### src/rtl/hex_display_pkg.sv
// Shared types and constants for the HEX display bank.
//   seg_t       : one 7-segment pattern, bit0=a .. bit6=g, active-low
//   SEG_BLANK   : all segments off
//   HEX_GLYPH   : active-low glyphs for nibble values 0..F
//   hex_to_seg  : nibble -> glyph lookup
package hex_display_pkg;

  typedef logic [6:0] seg_t;

  localparam seg_t SEG_BLANK = 7'h7F;

  localparam seg_t HEX_GLYPH [16] = '{
    7'h40, 7'h79, 7'h24, 7'h30, 7'h19, 7'h12, 7'h02, 7'h78,
    7'h00, 7'h10, 7'h08, 7'h03, 7'h46, 7'h21, 7'h06, 7'h0E
  };

  function automatic seg_t hex_to_seg(input logic [3:0] nibble);
    return HEX_GLYPH[nibble];
  endfunction

endpackage

### src/rtl/hex_tick_gen.sv
// Modulo-DIV counter producing a one-cycle TICK on the cycle it wraps.
//   CLOCK : system clock
//   RESET : synchronous active-high reset, clears the count
//   EN    : count enable; while low the count is held at zero so the next
//           interval starts fresh when EN returns
//   TICK  : high for the single cycle in which the count wraps to zero
module hex_tick_gen #(
  parameter int DIV = 4
) (
  input  logic CLOCK,
  input  logic RESET,
  input  logic EN,
  output logic TICK
);

  localparam int CW = (DIV > 1) ? $clog2(DIV) : 1;
  localparam logic [CW-1:0] LAST = CW'(DIV - 1);

  logic [CW-1:0] count;

  assign TICK = EN && (count == LAST);

  always_ff @(posedge CLOCK) begin
    if (RESET) begin
      count <= '0;
    end else if (!EN || count == LAST) begin
      count <= '0;
    end else begin
      count <= count + 1'b1;
    end
  end

endmodule

### src/rtl/hex_display_bank.sv
// Bank of addressable 7-segment digit registers with blink and rotate-scroll.
//   CLOCK, RESET : clock and synchronous active-high reset
//   WR_EN/WR_ADDR/WR_DATA/WR_DECODE : single write port; WR_DECODE selects
//                  glyph decode of WR_DATA[3:0] versus raw segment storage
//   BLINK_MASK   : per-digit blink enable
//   SCROLL_EN    : rotate the bank toward higher index on every scroll tick
//   HEX          : digit i on HEX[7*i+6:7*i], active-low
//   WR_ERR       : one-cycle pulse after a write to a nonexistent digit
//   BLINK_PHASE  : 1 while blinking digits are blanked
module hex_display_bank
  import hex_display_pkg::*;
#(
  parameter int NUM_DIGITS = 6,
  parameter int ADDR_W     = 3,
  parameter int BLINK_DIV  = 25000000,
  parameter int SCROLL_DIV = 50000000
) (
  input  logic                    CLOCK,
  input  logic                    RESET,
  input  logic                    WR_EN,
  input  logic [ADDR_W-1:0]       WR_ADDR,
  input  logic [6:0]              WR_DATA,
  input  logic                    WR_DECODE,
  input  logic [NUM_DIGITS-1:0]   BLINK_MASK,
  input  logic                    SCROLL_EN,
  output logic [7*NUM_DIGITS-1:0] HEX,
  output logic                    WR_ERR,
  output logic                    BLINK_PHASE
);

  seg_t digit_q [NUM_DIGITS];
  seg_t digit_d [NUM_DIGITS];
  seg_t wr_seg;
  logic addr_ok;
  logic blink_tick;
  logic scroll_tick;
  logic blink_phase_q;
  logic wr_err_q;

  hex_tick_gen #(.DIV(BLINK_DIV)) u_blink_tick (
    .CLOCK (CLOCK),
    .RESET (RESET),
    .EN    (1'b1),
    .TICK  (blink_tick)
  );

  hex_tick_gen #(.DIV(SCROLL_DIV)) u_scroll_tick (
    .CLOCK (CLOCK),
    .RESET (RESET),
    .EN    (SCROLL_EN),
    .TICK  (scroll_tick)
  );

  assign wr_seg  = WR_DECODE ? hex_to_seg(WR_DATA[3:0]) : WR_DATA;
  assign addr_ok = int'(WR_ADDR) < NUM_DIGITS;

  // Rotation is applied first so a coinciding write lands at its index in
  // post-rotation order and overrides whatever rotated into that slot.
  always_comb begin
    for (int i = 0; i < NUM_DIGITS; i++) begin
      digit_d[i] = digit_q[i];
    end
    if (scroll_tick) begin
      digit_d[0] = digit_q[NUM_DIGITS-1];
      for (int i = 1; i < NUM_DIGITS; i++) begin
        digit_d[i] = digit_q[i-1];
      end
    end
    for (int i = 0; i < NUM_DIGITS; i++) begin
      if (WR_EN && addr_ok && (WR_ADDR == ADDR_W'(i))) begin
        digit_d[i] = wr_seg;
      end
    end
  end

  always_ff @(posedge CLOCK) begin
    if (RESET) begin
      for (int i = 0; i < NUM_DIGITS; i++) begin
        digit_q[i] <= SEG_BLANK;
      end
      blink_phase_q <= 1'b0;
      wr_err_q      <= 1'b0;
    end else begin
      for (int i = 0; i < NUM_DIGITS; i++) begin
        digit_q[i] <= digit_d[i];
      end
      if (blink_tick) begin
        blink_phase_q <= ~blink_phase_q;
      end
      wr_err_q <= WR_EN && !addr_ok;
    end
  end

  // Blanking is applied only on the way out; stored patterns are untouched.
  for (genvar g = 0; g < NUM_DIGITS; g++) begin : g_out
    assign HEX[7*g +: 7] = (BLINK_MASK[g] && blink_phase_q) ? SEG_BLANK : digit_q[g];
  end

  assign WR_ERR      = wr_err_q;
  assign BLINK_PHASE = blink_phase_q;

endmodule

### config.mk
export PLATFORM = sky130hd
export DESIGN_NAME = hex_display_bank
export DESIGN_NICKNAME = d
export VERILOG_FILES = /design/src/rtl/hex_display_pkg.sv /design/src/rtl/hex_tick_gen.sv /design/src/rtl/hex_display_bank.sv
export SDC_FILE = /design/constraint.sdc
export NUM_CORES = 1
export LEC_CHECK = 0
export BUFFER_PORTS_ARGS = -buffer_cell sky130_fd_sc_hd__buf_2
export CAP_MARGIN = 20
export CORE_UTILIZATION = 50
export DETAILED_ROUTE_END_ITERATION = 16
export PLACE_DENSITY = 0.73
export SLEW_MARGIN = 30
export SYNTH_ARGS = -nofsm -noshare
export SYNTH_HDL_FRONTEND = slang
export SYNTH_SLANG_ARGS = --single-unit
### constraint.sdc
create_clock -name CLOCK -period 3.8 [get_ports CLOCK]
set_input_delay 0.76 -clock CLOCK [delete_from_list [all_inputs] [get_ports CLOCK]]
set_output_delay 0.76 -clock CLOCK [all_outputs]
set_load 0.005 [all_outputs]
* After elaboration in Yosys (flattened, before gate mapping)
Memory sizes are Yosys's and may differ from the RTL's. Cells that the tools add are included.
Word-level totals: flip-flop bits (word level) 53, memory bits (writable) 42, ROM bits 112, input bits 21, output and inout port bits 44, logic and storage cells 71, memories 2
Memory list:
- (no name shown) | depth 16, width 7, read ports 1, clocked after Yosys merged registers in 0, write ports 0, RTL line hex_display_pkg.sv:18 | return HEX_GLYPH[nibble];
- digit_q | depth 6, width 7, read ports 6, clocked after Yosys merged registers in 0, write ports 6, RTL line hex_display_bank.sv:31 | seg_t digit_q [NUM_DIGITS];
Operators by class: add/subtract/negate cells 2, $lt $le $gt $ge 2, equal/unequal tests 7, muxes and demuxes 25, bitwise operators 8, reduce and logical (&&, ||, !) cells 21
Operators by type and width (number):
- $mux W7 | 21
- $mux W42 | 1
- $add A26 B1 Y26 const B | 1
- $eq A26 B26 Y1 const B | 1
- $add A25 B1 Y25 const B | 1
- $eq A25 B25 Y1 const B | 1
- $logic_and A1 B1 Y1 | 15
- $eq A3 B2 Y1 const B | 2
- $eq A3 B3 Y1 const B | 2
- $or A1 B1 Y1 | 6
- $ge A5 B5 Y1 const B | 1
- $not A4 Y5 | 1
- $reduce_or A2 Y1 | 2
- $eq A3 B1 Y1 const B | 1
- $logic_not A3 Y1 | 1
- $lt A3 B3 Y1 const B | 1
- $mux W1 | 3
- $logic_not A1 Y1 | 2
- $logic_or A1 B1 Y1 | 1
- $not A1 Y1 | 1

* Depth between registers and ports, before layout
Gate-level depths: netlist (run 1).
depth in word-level cells 7, mapped depth 7, mapped depth without buffers 6

* Hierarchy
A second synthesis (run 1) with hierarchy kept.
Unflattened totals: cells, all modules 611, area, all modules 5139.9 µm²
By module, submodules not included:
- hex_display_bank | instances 1, cells an instance 323, area each 2675.1 µm², seq. area each 880.8 µm²
- hex_tick_gen (u_scroll_tick) | instances 1, cells an instance 148, area each 1253.7 µm², seq. area each 520.5 µm²
- hex_tick_gen (u_blink_tick) | instances 1, cells an instance 140, area each 1211.2 µm², seq. area each 500.5 µm²

* Worst setup path before layout (run 1)
Ideal clock, no wire load.
path type input -> register, from input port SCROLL_EN, to memory digit_q[0][14] (netlist name), setup time 138 ps, arrival 1908 ps, data required time 3662 ps, slack 1753 ps, stages 6, path buffers 2, cell sequence clkbuf_1 nand3_1 or4_4 clkbuf_1 o21ai_0 a22oi_1
RTL lines:
- start, declared | RTL line hex_display_bank.sv:25 | input logic SCROLL_EN,
- end, declared | RTL line hex_display_bank.sv:31

* Worst setup path in the final report (run 1)
from register blink_phase_q, in the netlist BLINK_PHASE, to output port HEX[28]
On the way: cells in the longest elaborated chain, start to end 2
Ends and longest elaborated chain:
- start, declared | RTL line hex_display_bank.sv:37 | logic blink_phase_q;
- start signal, assigned | RTL line hex_display_bank.sv:88 | blink_phase_q <= ~blink_phase_q;
- $logic_and A1 B1 Y1 | RTL line hex_display_bank.sv:96 | assign HEX[7*g +: 7] = (BLINK_MASK[g] && blink_phase_q) ? SEG_BLANK : digit_q[g];
- $mux W7 | RTL line hex_display_bank.sv:96
- end, declared | RTL line hex_display_bank.sv:26 | output logic [7*NUM_DIGITS-1:0] HEX,
No other way between the ends.

==> metrics, run 1 <==
Multi-input gate area=3230 µm²; WL met1=6250 µm; max-slew violation total from the final report=0; Sw Share=0.247; routed wl met3=1060 µm; # hold bufs at CTS=0; CTS Root Cell=clkbuf_8; asr flop ratio synth=0; Pint=0.00146 W; RSZ-0062 raised after global routing=false; register area=1900 µm²; postcts setup bufs=0; HP Class=flip-flop to flip-flop; Netlist cell types=between 40 and 50; post-route cell area=between 5000 and 6000 µm²; Sequential Power Share=0.526; NetSw=0.000481 W; Post-synth EDFFs=0; Non-Filler Instances=approximately 860; commonest non-fill, non-tap cells in the layout=dfxtp_1, nand2_1, buf_2; Post-DRT Antenna Nets=0; Worst VDD drop=roughly 230 µV; clock tree from TritonCTS=yes; Cell Rows=37; fmax=between 400 and 500 MHz; vias in the first global route=4904; drt wl/cell=17.1 µm; Worst EP arrival=1.69 ns; PostCTS Resize Cnt=0; Die Ht=106 µm; initial core utilization=0.521; Clock Skews=0.0120 ns; Placed Cells=848; first-pass GRT wire length=24000 µm; met2 WL post-DR=7160 µm; initial antenna violation count=0; # setup viols final=0; Max FO, Critical Path=9; antenna cells=0; Crit Path Class=flip-flop to output pin; Tightest Pin Transition=0.791 ns; synthesized cell area=5420 µm²; vias per cell=6.27; CTS H-Tree Depth=3; # DRC=0; GP Congestion=0.856; die width=around 110 µm; LEAKAGE=2.03 nW; Ys Warns=0; total number of vias=5419; Avg Synthesized Cell Area=7.78 µm²; Required @ worst endpoint=3.04 ns; largest net degree at the start of global routing=44; Seq cells post-synth=95; outcome=finished clean; Clock Latency Late Sink=0.38 ns; IO Port Bufs=64; nets=approximately 750; endpoint class of the critical path=output pin; Pre-antenna DRT Iters=8; # Max-Cap Violations=0; die area=11300 µm²; fin crit share=0.645; Clock power frac=0.383; area grow syn2layout=9.62%; PwrDens=327 nW/µm²; Placed Area=5710 µm²; CTS max path bufs=2; core area=10400 µm²; min cycle time layout=between 2 and 2.5 ns; post-layout util=0.571; Seq/Total Area, Yosys=0.351; layout cells sized above 1=0.137; DPL Wire Length=9910 µm; setup TNS=0 ns; Top Layer Used=met4; Main synth FF type=dfxtp_1; Synth Net Count=727; Ports=65; Worst Setup Start Kind=flip-flop; total wire length=14800 µm; combinational share of power=0.090; commonest non-fill, non-tap cell in the layout=dfxtp_1; fill cell count=969; iteration-0 DRC count of the detailed router=475; Num CTS Buffers=9; total clock sinks=95; Slew headroom=0.469; Worst-path clk slew=approximately 0.09 ns; Total GRT Usage=0.265; gr ovfl total=0; Mapped Cells=697; Final Hold Viols=0
## through the flow
stage	setup WS (ns)	total power [W]	hold slack, ns
after floorplan	1.75	0.00116	0.413
after global placement	1.41	0.00121	0.425
after detailed placement	1.30	0.00122	0.436
after CTS	1.39	0.00195	0.451
after global routing	1.32	0.00201	0.481
final	1.35	0.00194	0.445
## cell type report
| class | instances | share of cell area |
|---|---|---|
| clock inverters | 5 | 0.0139 |
| well taps | 136 | 0.0286 |
| clock buffers | 10 | 0.0232 |
| inverters | 11 | 0.00695 |
| multi-input cells | 536 | 0.544 |
| flip-flops and latches | 95 | 0.320 |
| repair buffers | 71 | 0.0634 |
## metal layers
metal,vias to the layer above,global-route usage
li1,2609,-
met1,2542,0.332
met2,240,0.444
met3,28,0.0589
met4,0,0.0972
met5,-,0
## cell families after synthesis
group / synth area share
compound gates: 0.231
buf+inv: 0.0535
mux: 0.0113
xor+xnor: 0.0339
simple gates: 0.298
fa+ha+maj: 0.0208
flops: 0.351
## registers in the layout (all words and copies together) (netlist names)
signal               count
BLINK_PHASE              1
WR_ERR                   1
digit_q                 42
u_blink_tick.count      25
u_scroll_tick.count     26
## synth_stat cells, types with 2 or more instances
library cell / number / area [µm²]
a31oi_1: 43 / 269
inv_1: 11 / 41.3
a21oi_1: 34 / 170
buf_2: 12 / 60.1
a22oi_1: 36 / 270
and2_1: 7 / 43.8
nor2b_1: 5 / 31.3
a21o_1: 3 / 22.5
nand2b_1: 47 / 294
buf_6: 3 / 33.8
o21ai_1: 12 / 60.1
xnor2_1: 7 / 61.3
mux2i_1: 5 / 50.1
nor3_1: 47 / 235
o31ai_1: 21 / 158
and4_1: 8 / 70.1
o21ai_0: 44 / 220
and3_1: 7 / 43.8
or4_4: 2 / 22.5
xor2_1: 14 / 123
nand2_1: 65 / 244
nand4_2: 3 / 37.5
nor3b_1: 2 / 15.0
dfxtp_1: 95 / 1900
nand3_1: 24 / 120
or4_1: 20 / 150
or3_1: 8 / 50.1
clkbuf_1: 37 / 139
nand4_1: 11 / 68.8
ha_1: 9 / 113
nor2_1: 36 / 135
o211ai_1: 2 / 15.0
## power groups by stage
stage          sequential (W)  clock, W  combinational (W)
2_1_floorplan         0.00104         0           0.000116
3_3_place_gp          0.00105         0           0.000167
3_5_place_dp          0.00105         0           0.000171
4_1_cts               0.00102  0.000756           0.000172
5_1_grt               0.00103  0.000794           0.000193
6_report              0.00102  0.000744           0.000176
## worst paths after layout
path	start	endpoint	slack (ns)	cells past startpoint
setup / recovery	BLINK_PHASE	HEX[28]	1.35	3
hold / removal	u_blink_tick.count[0]	u_blink_tick.count[0]	0.45	1
setup reg to reg	u_blink_tick.count[6]	u_blink_tick.count[21]	1.64	4
hold reg to reg	u_blink_tick.count[0]	u_blink_tick.count[0]	0.45	1
## critical path: stages (launching register included)
cell and delay [ns]:
dfxtp_1 0.64, nand2_1 0.37, nand2b_1 0.19, buf_2 0.12
(Power assumes the default switching activity.)
==> run 2: changes to the inputs <==
--- a/config.mk
+++ b/config.mk
@@ -9,7 +9,7 @@
 export CAP_MARGIN = 20
 export CORE_UTILIZATION = 50
 export DETAILED_ROUTE_END_ITERATION = 16
-export PLACE_DENSITY = 0.73
+export PLACE_DENSITY = 0.76
 export SLEW_MARGIN = 30
 export SYNTH_ARGS = -nofsm -noshare
 export SYNTH_HDL_FRONTEND = slang
==> constraint.sdc (replaced) <==
create_clock -name CLOCK -period 2.1 [get_ports CLOCK]
set_input_delay 0.42 -clock CLOCK [delete_from_list [all_inputs] [get_ports CLOCK]]
set_output_delay 0.42 -clock CLOCK [all_outputs]
set_load 0.005 [all_outputs]
==> metrics, run 2 (synthesis results as in run 1) <==
iteration-0 DRC count of the detailed router=442 (-6.9%); vias per cell=6.24 (-0.54%); die width=106 µm (unchanged); gr ovfl total=0 (unchanged); Crit Path Class=flip-flop to flip-flop; core area=10400 µm² (unchanged); largest net degree at the start of global routing=44 (unchanged); top flop regs=digit_q x42, u_scroll_tick.count x26, u_blink_tick.count x25; Worst VDD drop=279 µV (+21%); PwrDens=539 nW/µm² (+65%); antenna cells=0 (unchanged); Placed Cells=861 (+1.5%); area grow syn2layout=10.3%; postcts setup bufs=0 (unchanged); GP Congestion=0.849 (-0.83%); commonest non-fill, non-tap cell in the layout=dfxtp_1; total number of vias=5452 (+0.61%); Hold WS=0.332 ns (-0.113 ns); Cells on Worst Hold Path=2 (+1); # setup viols final=0 (unchanged); Pint=0.00237 W (+62%); # Max-Cap Violations=0 (unchanged); Num CTS Buffers=9 (unchanged); drt wl/cell=16.5 µm (-3.5%); Top reg by flops=digit_q; Final Hold Viols=0 (unchanged); fin worst setup slack=0.183 ns (-1.16 ns); Slew headroom=0.557 (+0.0882); Setup WS pre-CTS=0.114 ns (-1.19 ns); LEAKAGE=2.06 nW (+1.4%); DPL Wire Length=9880 µm (-0.30%); clock tree from TritonCTS=yes; nets=766 (+1.6%); worst r2r src=u_scroll_tick.count[2]; CTS Root Cell=clkbuf_8; max-slew violation total from the final report=0 (unchanged); Tightest Pin Transition=0.646 ns (-0.145 ns); endpoint class of the critical path=flip-flop; die area=11300 µm² (unchanged); r2r endpoint=digit_q[0][27]; Max FO, Critical Path=42 (+33); CTS H-Tree Depth=3 (unchanged); Post-DRT Antenna Nets=0 (unchanged); total clock sinks=95 (unchanged); reg2reg path depth=4 (unchanged); Ports=65 (unchanged); initial antenna violation count=0 (unchanged); max reg flops=42 (unchanged); Non-Filler Instances=874 (+1.2%); HP Class=input pin to flip-flop; min cycle time layout=approximately 1.9 ns; commonest non-fill, non-tap cells in the layout=dfxtp_1, nand2_1, buf_2; fmax=522 MHz; first-pass GRT wire length=24000 µm (+0.20%); total wire length=14500 µm (-2.3%); NetSw=0.000856 W (+78%); Clock power frac=0.325 (-0.058); Die Ht=106 µm (unchanged); worst hold endpoint=BLINK_PHASE; Sequential Power Share=0.574 (+0.048); layout cells sized above 1=0.148 (+0.0103); setup TNS=0 ns (unchanged); Clock Latency Late Sink=0.37 ns (about the same); Worst-path clk slew=0.08 ns (about the same); Worst Setup Start Kind=flip-flop; post-layout util=0.574 (+0.00372); hold path startpoint=RESET; CTS max path bufs=2 (unchanged); IO Port Bufs=64 (unchanged); Clock Skews=0.0115 ns (-0.000419 ns); Required @ worst endpoint=2.33 ns (-0.71 ns); Sw Share=0.265 (+0.0177); RSZ-0062 raised after global routing=false; combinational share of power=0.101 (+0.011); fin crit share=0.913; # DRC=0 (unchanged); Worst EP arrival=2.14 ns (+0.45 ns); Worst R2R Setup Slack=0.18 ns (-1.46 ns); outcome=finished clean; Cell Rows=37 (unchanged); vias in the first global route=4955 (+1.0%); Pre-antenna DRT Iters=6 (-2); initial core utilization=0.521 (unchanged); Total GRT Usage=0.261 (-0.00376)
run 2: repair_timing:
action	CTS	global route
resized for setup	1	1
setup endpoints to repair	15	27
gates cloned	0	0
hold buffers	0	0
pin swaps	0	1
run 2: per-layer routing:
| layer | part of all wire | vias to the layer above | global-route usage |
|---|---|---|---|
| li1 | - | 2635 | - |
| met1 | 0.44 | 2551 | 0.353 |
| met2 | 0.46 | 237 | 0.414 |
| met3 | 0.076 | 29 | 0.0472 |
| met4 | 0.021 | 0 | 0.0982 |
| met5 | 0 | - | 0 |
run 2: worst max-delay path, cell delays in order (launching register included):
cell     delay [ns]
dfxtp_1        0.41
nand3_1        0.20
or4_4          0.80
o21ai_0        0.27
a22oi_1        0.09
run 2: per-stage QoR:
step                      total power, W  instance area [µm²]
final                            0.00323                 5980
after floorplan                  0.00209                 5420
after detailed placement         0.00221                 5820
after CTS                        0.00323                 5970
after global routing             0.00335                 5980
after global placement           0.00221                 5820
run 2: worst max path at each step:
stage                                 startpoint              to  slack (ns)  depth (start not counted)
after CTS                 u_scroll_tick.count[0]  digit_q[0][27]        0.09                          5
after detailed placement  u_scroll_tick.count[0]  digit_q[0][27]        0.11                          5
final                     u_scroll_tick.count[2]  digit_q[0][27]        0.18                          4
after global routing      u_scroll_tick.count[0]  digit_q[0][23]        0.02                          5
after floorplan           u_scroll_tick.count[0]  digit_q[0][14]        0.35                          6
after global placement    u_scroll_tick.count[0]  digit_q[0][40]        0.21                          5
run 2: final cells by class:
class                      count  area, µm²
sequential                    95       1900
inverter                      11       41.3
multi-input combinational    536       3240
timing repair buffer          83        475
tap                          136        170
clock inverter                 3       23.8
clock buffer                  10        128
fill                         974       4430
run 2: power by group through the flow:
stage          clock (W)  combinational (W)  sequential [W]
2_1_floorplan          0           0.000210         0.00189
3_3_place_gp           0           0.000315         0.00189
3_5_place_dp           0           0.000322         0.00189
4_1_cts          0.00106           0.000324         0.00185
5_1_grt          0.00113           0.000362         0.00186
6_report         0.00105           0.000327         0.00185
==> run 3: changes to the inputs <==
--- a/config.mk
+++ b/config.mk
@@ -9,7 +9,7 @@
 export CAP_MARGIN = 20
 export CORE_UTILIZATION = 50
 export DETAILED_ROUTE_END_ITERATION = 16
-export PLACE_DENSITY = 0.76
+export PLACE_DENSITY = 0.73
 export SLEW_MARGIN = 30
 export SYNTH_ARGS = -nofsm -noshare
 export SYNTH_HDL_FRONTEND = slang
==> constraint.sdc (replaced) <==
create_clock -name CLOCK -period 1.85 [get_ports CLOCK]
set_input_delay 0.37 -clock CLOCK [delete_from_list [all_inputs] [get_ports CLOCK]]
set_output_delay 0.37 -clock CLOCK [all_outputs]
set_load 0.005 [all_outputs]
==> metrics, run 3 (synthesis results as in run 1) <==
Clock Latency Late Sink=0.39 ns (+0.02 ns); total number of vias=5550 (+1.8%); initial antenna violation count=2 (+2); Cells on Worst Hold Path=2 (unchanged); commonest non-fill, non-tap cell in the layout=dfxtp_1; Max FO, Critical Path=9 (-79%); Multi-input gate area=3260 µm² (+0.54%); max reg flops=42 (unchanged); die area=11300 µm² (unchanged); gr ovfl total=0 (unchanged); Worst EP arrival=1.44 ns (-0.70 ns); worst hold endpoint=BLINK_PHASE; Worst Path Buf+Inv=1 (+1); Levels on crit path=3 (-1); vias in the first global route=5068 (+2.3%); die width=106 µm (unchanged); Worst R2R Setup Slack=0.07 ns (-0.11 ns); r2r endpoint=digit_q[0][5]; Worst-path clk slew=0.10 ns (+0.02 ns); # Max-Cap Violations=0 (unchanged); total clock sinks=95 (unchanged); layout cells sized above 1=0.179 (+0.0315); Clock Skews=0.0130 ns (+0.00143 ns); met1 Use GR=0.351 (-0.00234); core area=10400 µm² (unchanged); largest net degree at the start of global routing=44 (unchanged); Ports=65 (unchanged); first-pass GRT wire length=24500 µm (+2.0%); Pre-antenna DRT Iters=5 (-1); nets=784 (+2.3%); hold path startpoint=RESET; fmax=about 550 MHz; fin crit share=0.976; endpoint class of the critical path=output pin; clock tree from TritonCTS=yes; fill cell count=982 (+0.82%); Die Ht=106 µm (unchanged); Worst VDD drop=388 µV (+39%); CTS H-Tree Depth=3 (unchanged); commonest non-fill, non-tap cells in the layout=dfxtp_1, buf_2, nand2_1; Pwr Total=0.00395 W (+22%); met2 Usage GRT=0.444 (+0.0297); top flop regs=digit_q x42, u_scroll_tick.count x26, u_blink_tick.count x25; GP Congestion=0.845 (-0.41%); vias per cell=6.19 (-0.70%); worst r2r src=u_scroll_tick.count[4]; Required @ worst endpoint=1.48 ns (-0.85 ns); GRT Max-Usage Layer=met2; Num CTS Buffers=9 (unchanged); LEAKAGE=2.19 nW (+6.7%); HP Class=input pin to flip-flop; Placed Area=6000 µm² (+3.1%); PwrDens=633 nW/µm² (+17%); initial core utilization=0.521 (unchanged); CTS max path bufs=2 (unchanged); min cycle time layout=between 1.5 and 2 ns; Slew headroom=0.538 (-0.0196); total wire length=15200 µm (+5.3%); Total GRT Usage=0.272 (+0.0103); Slowest cell on crit path=dfxtp_2; Crit Path Class=flip-flop to output pin; Final Hold Viols=0 (unchanged); Top reg by flops=digit_q; post-route cell area=6240 µm² (+4.3%); IO Port Bufs=64 (unchanged); outcome=finished clean; area grow syn2layout=15.1%; CTS Root Cell=clkbuf_8; RSZ-0062 raised after global routing=true; Tightest Pin Transition=0.674 ns (+0.0286 ns); reg2reg path depth=4 (unchanged); # DRC=0 (unchanged); DPL Wire Length=10100 µm (+2.0%); drt wl/cell=17.0 µm (+2.8%); Post-DRT Antenna Nets=0 (unchanged); M3 GR Usage=0.0466 (-0.000613); # setup viols final=0 (unchanged); max incr delay on CP=0.50 ns (-0.30 ns); family with the most delay on the worst path=flip-flops; max-slew violation total from the final report=0 (unchanged); Cell Rows=37 (unchanged); iteration-0 DRC count of the detailed router=501 (+13%); register area=1910 µm² (+0.13%); Worst Setup Start Kind=flip-flop; CP Cell Sequence=nand2_1 -> nand2b_1 -> buf_2
==> run 3: cell count changes in the layout (fill, tap and decap cells not counted), moves of 2 or more <==
cell and change:
buf_12 +4, buf_4 +12, dfxtp_1 -2, dfxtp_2 +2, nand2_1 -2, nand2_2 +2, o21ai_0 -4, o21ai_1 +4
==> run 3: layout make-up <==
class | count | share of cell area
sequential | 95 | 0.305
inverter | 11 | 0.00662
multi-input combinational | 537 | 0.522
timing repair buffer | 100 | 0.105
clock inverter | 6 | 0.0108
clock buffer | 10 | 0.0221
tap | 136 | 0.0273
antenna | 1 | 0.000401
==> run 3: repair_timing <==
item | CTS | global route
cloned | 0 | 1
gates resized for setup | 1 | 12
buffers inserted | 0 | 0
hold buffers | 0 | 0
setup endpoints to repair | 59 | 63
pin swaps | 1 | 1
==> run 3: through the flow <==
stage / TNS [ns] / setup WS [ns] / util / cells / hold WS, ns
global placement: -0.0257 / -0.0164 / 0.576 / 878 / 0.423
floorplan: 0 / 0.102 / - / 697 / 0.413
finish: 0 / 0.0446 / 0.599 / 896 / 0.246
CTS: 0 / 0.00986 / 0.596 / 894 / 0.235
global route: -0.0837 / -0.0206 / 0.599 / 895 / 0.268
detailed placement: -0.531 / -0.0803 / 0.576 / 878 / 0.437
==> run 3: power by group <==
group | switching (W) | total [W] | internal, W | leakage [nW]
Sequential | 0.0000240 | 0.00210 | 0.00208 | 0.771
Clock | 0.000793 | 0.00146 | 0.000666 | 0.0989
Combinational | 0.000232 | 0.000390 | 0.000158 | 1.32
Total | 0.00105 | 0.00395 | 0.00290 | 2.19
==> run 3: how the worst max path moves through the flow <==
stage	start	end	slack [ns]
after global placement	WR_DATA[0]	digit_q[0][8]	-0.02
after CTS	u_scroll_tick.count[0]	digit_q[0][31]	0.01
after global routing	u_scroll_tick.count[3]	digit_q[0][21]	-0.02
after floorplan	u_scroll_tick.count[0]	digit_q[0][14]	0.10
final	BLINK_PHASE	HEX[12]	0.04
after detailed placement	WR_DATA[0]	digit_q[0][8]	-0.08
==> run 3: per-layer routing <==
| layer | routed length, µm | vias up |
|---|---|---|
| met1 | 6470 | 2626 |
| li1 | - | 2671 |
| met2 | 7200 | 217 |
| met5 | 13 | - |
| met4 | 354 | 2 |
| met3 | 1190 | 34 |
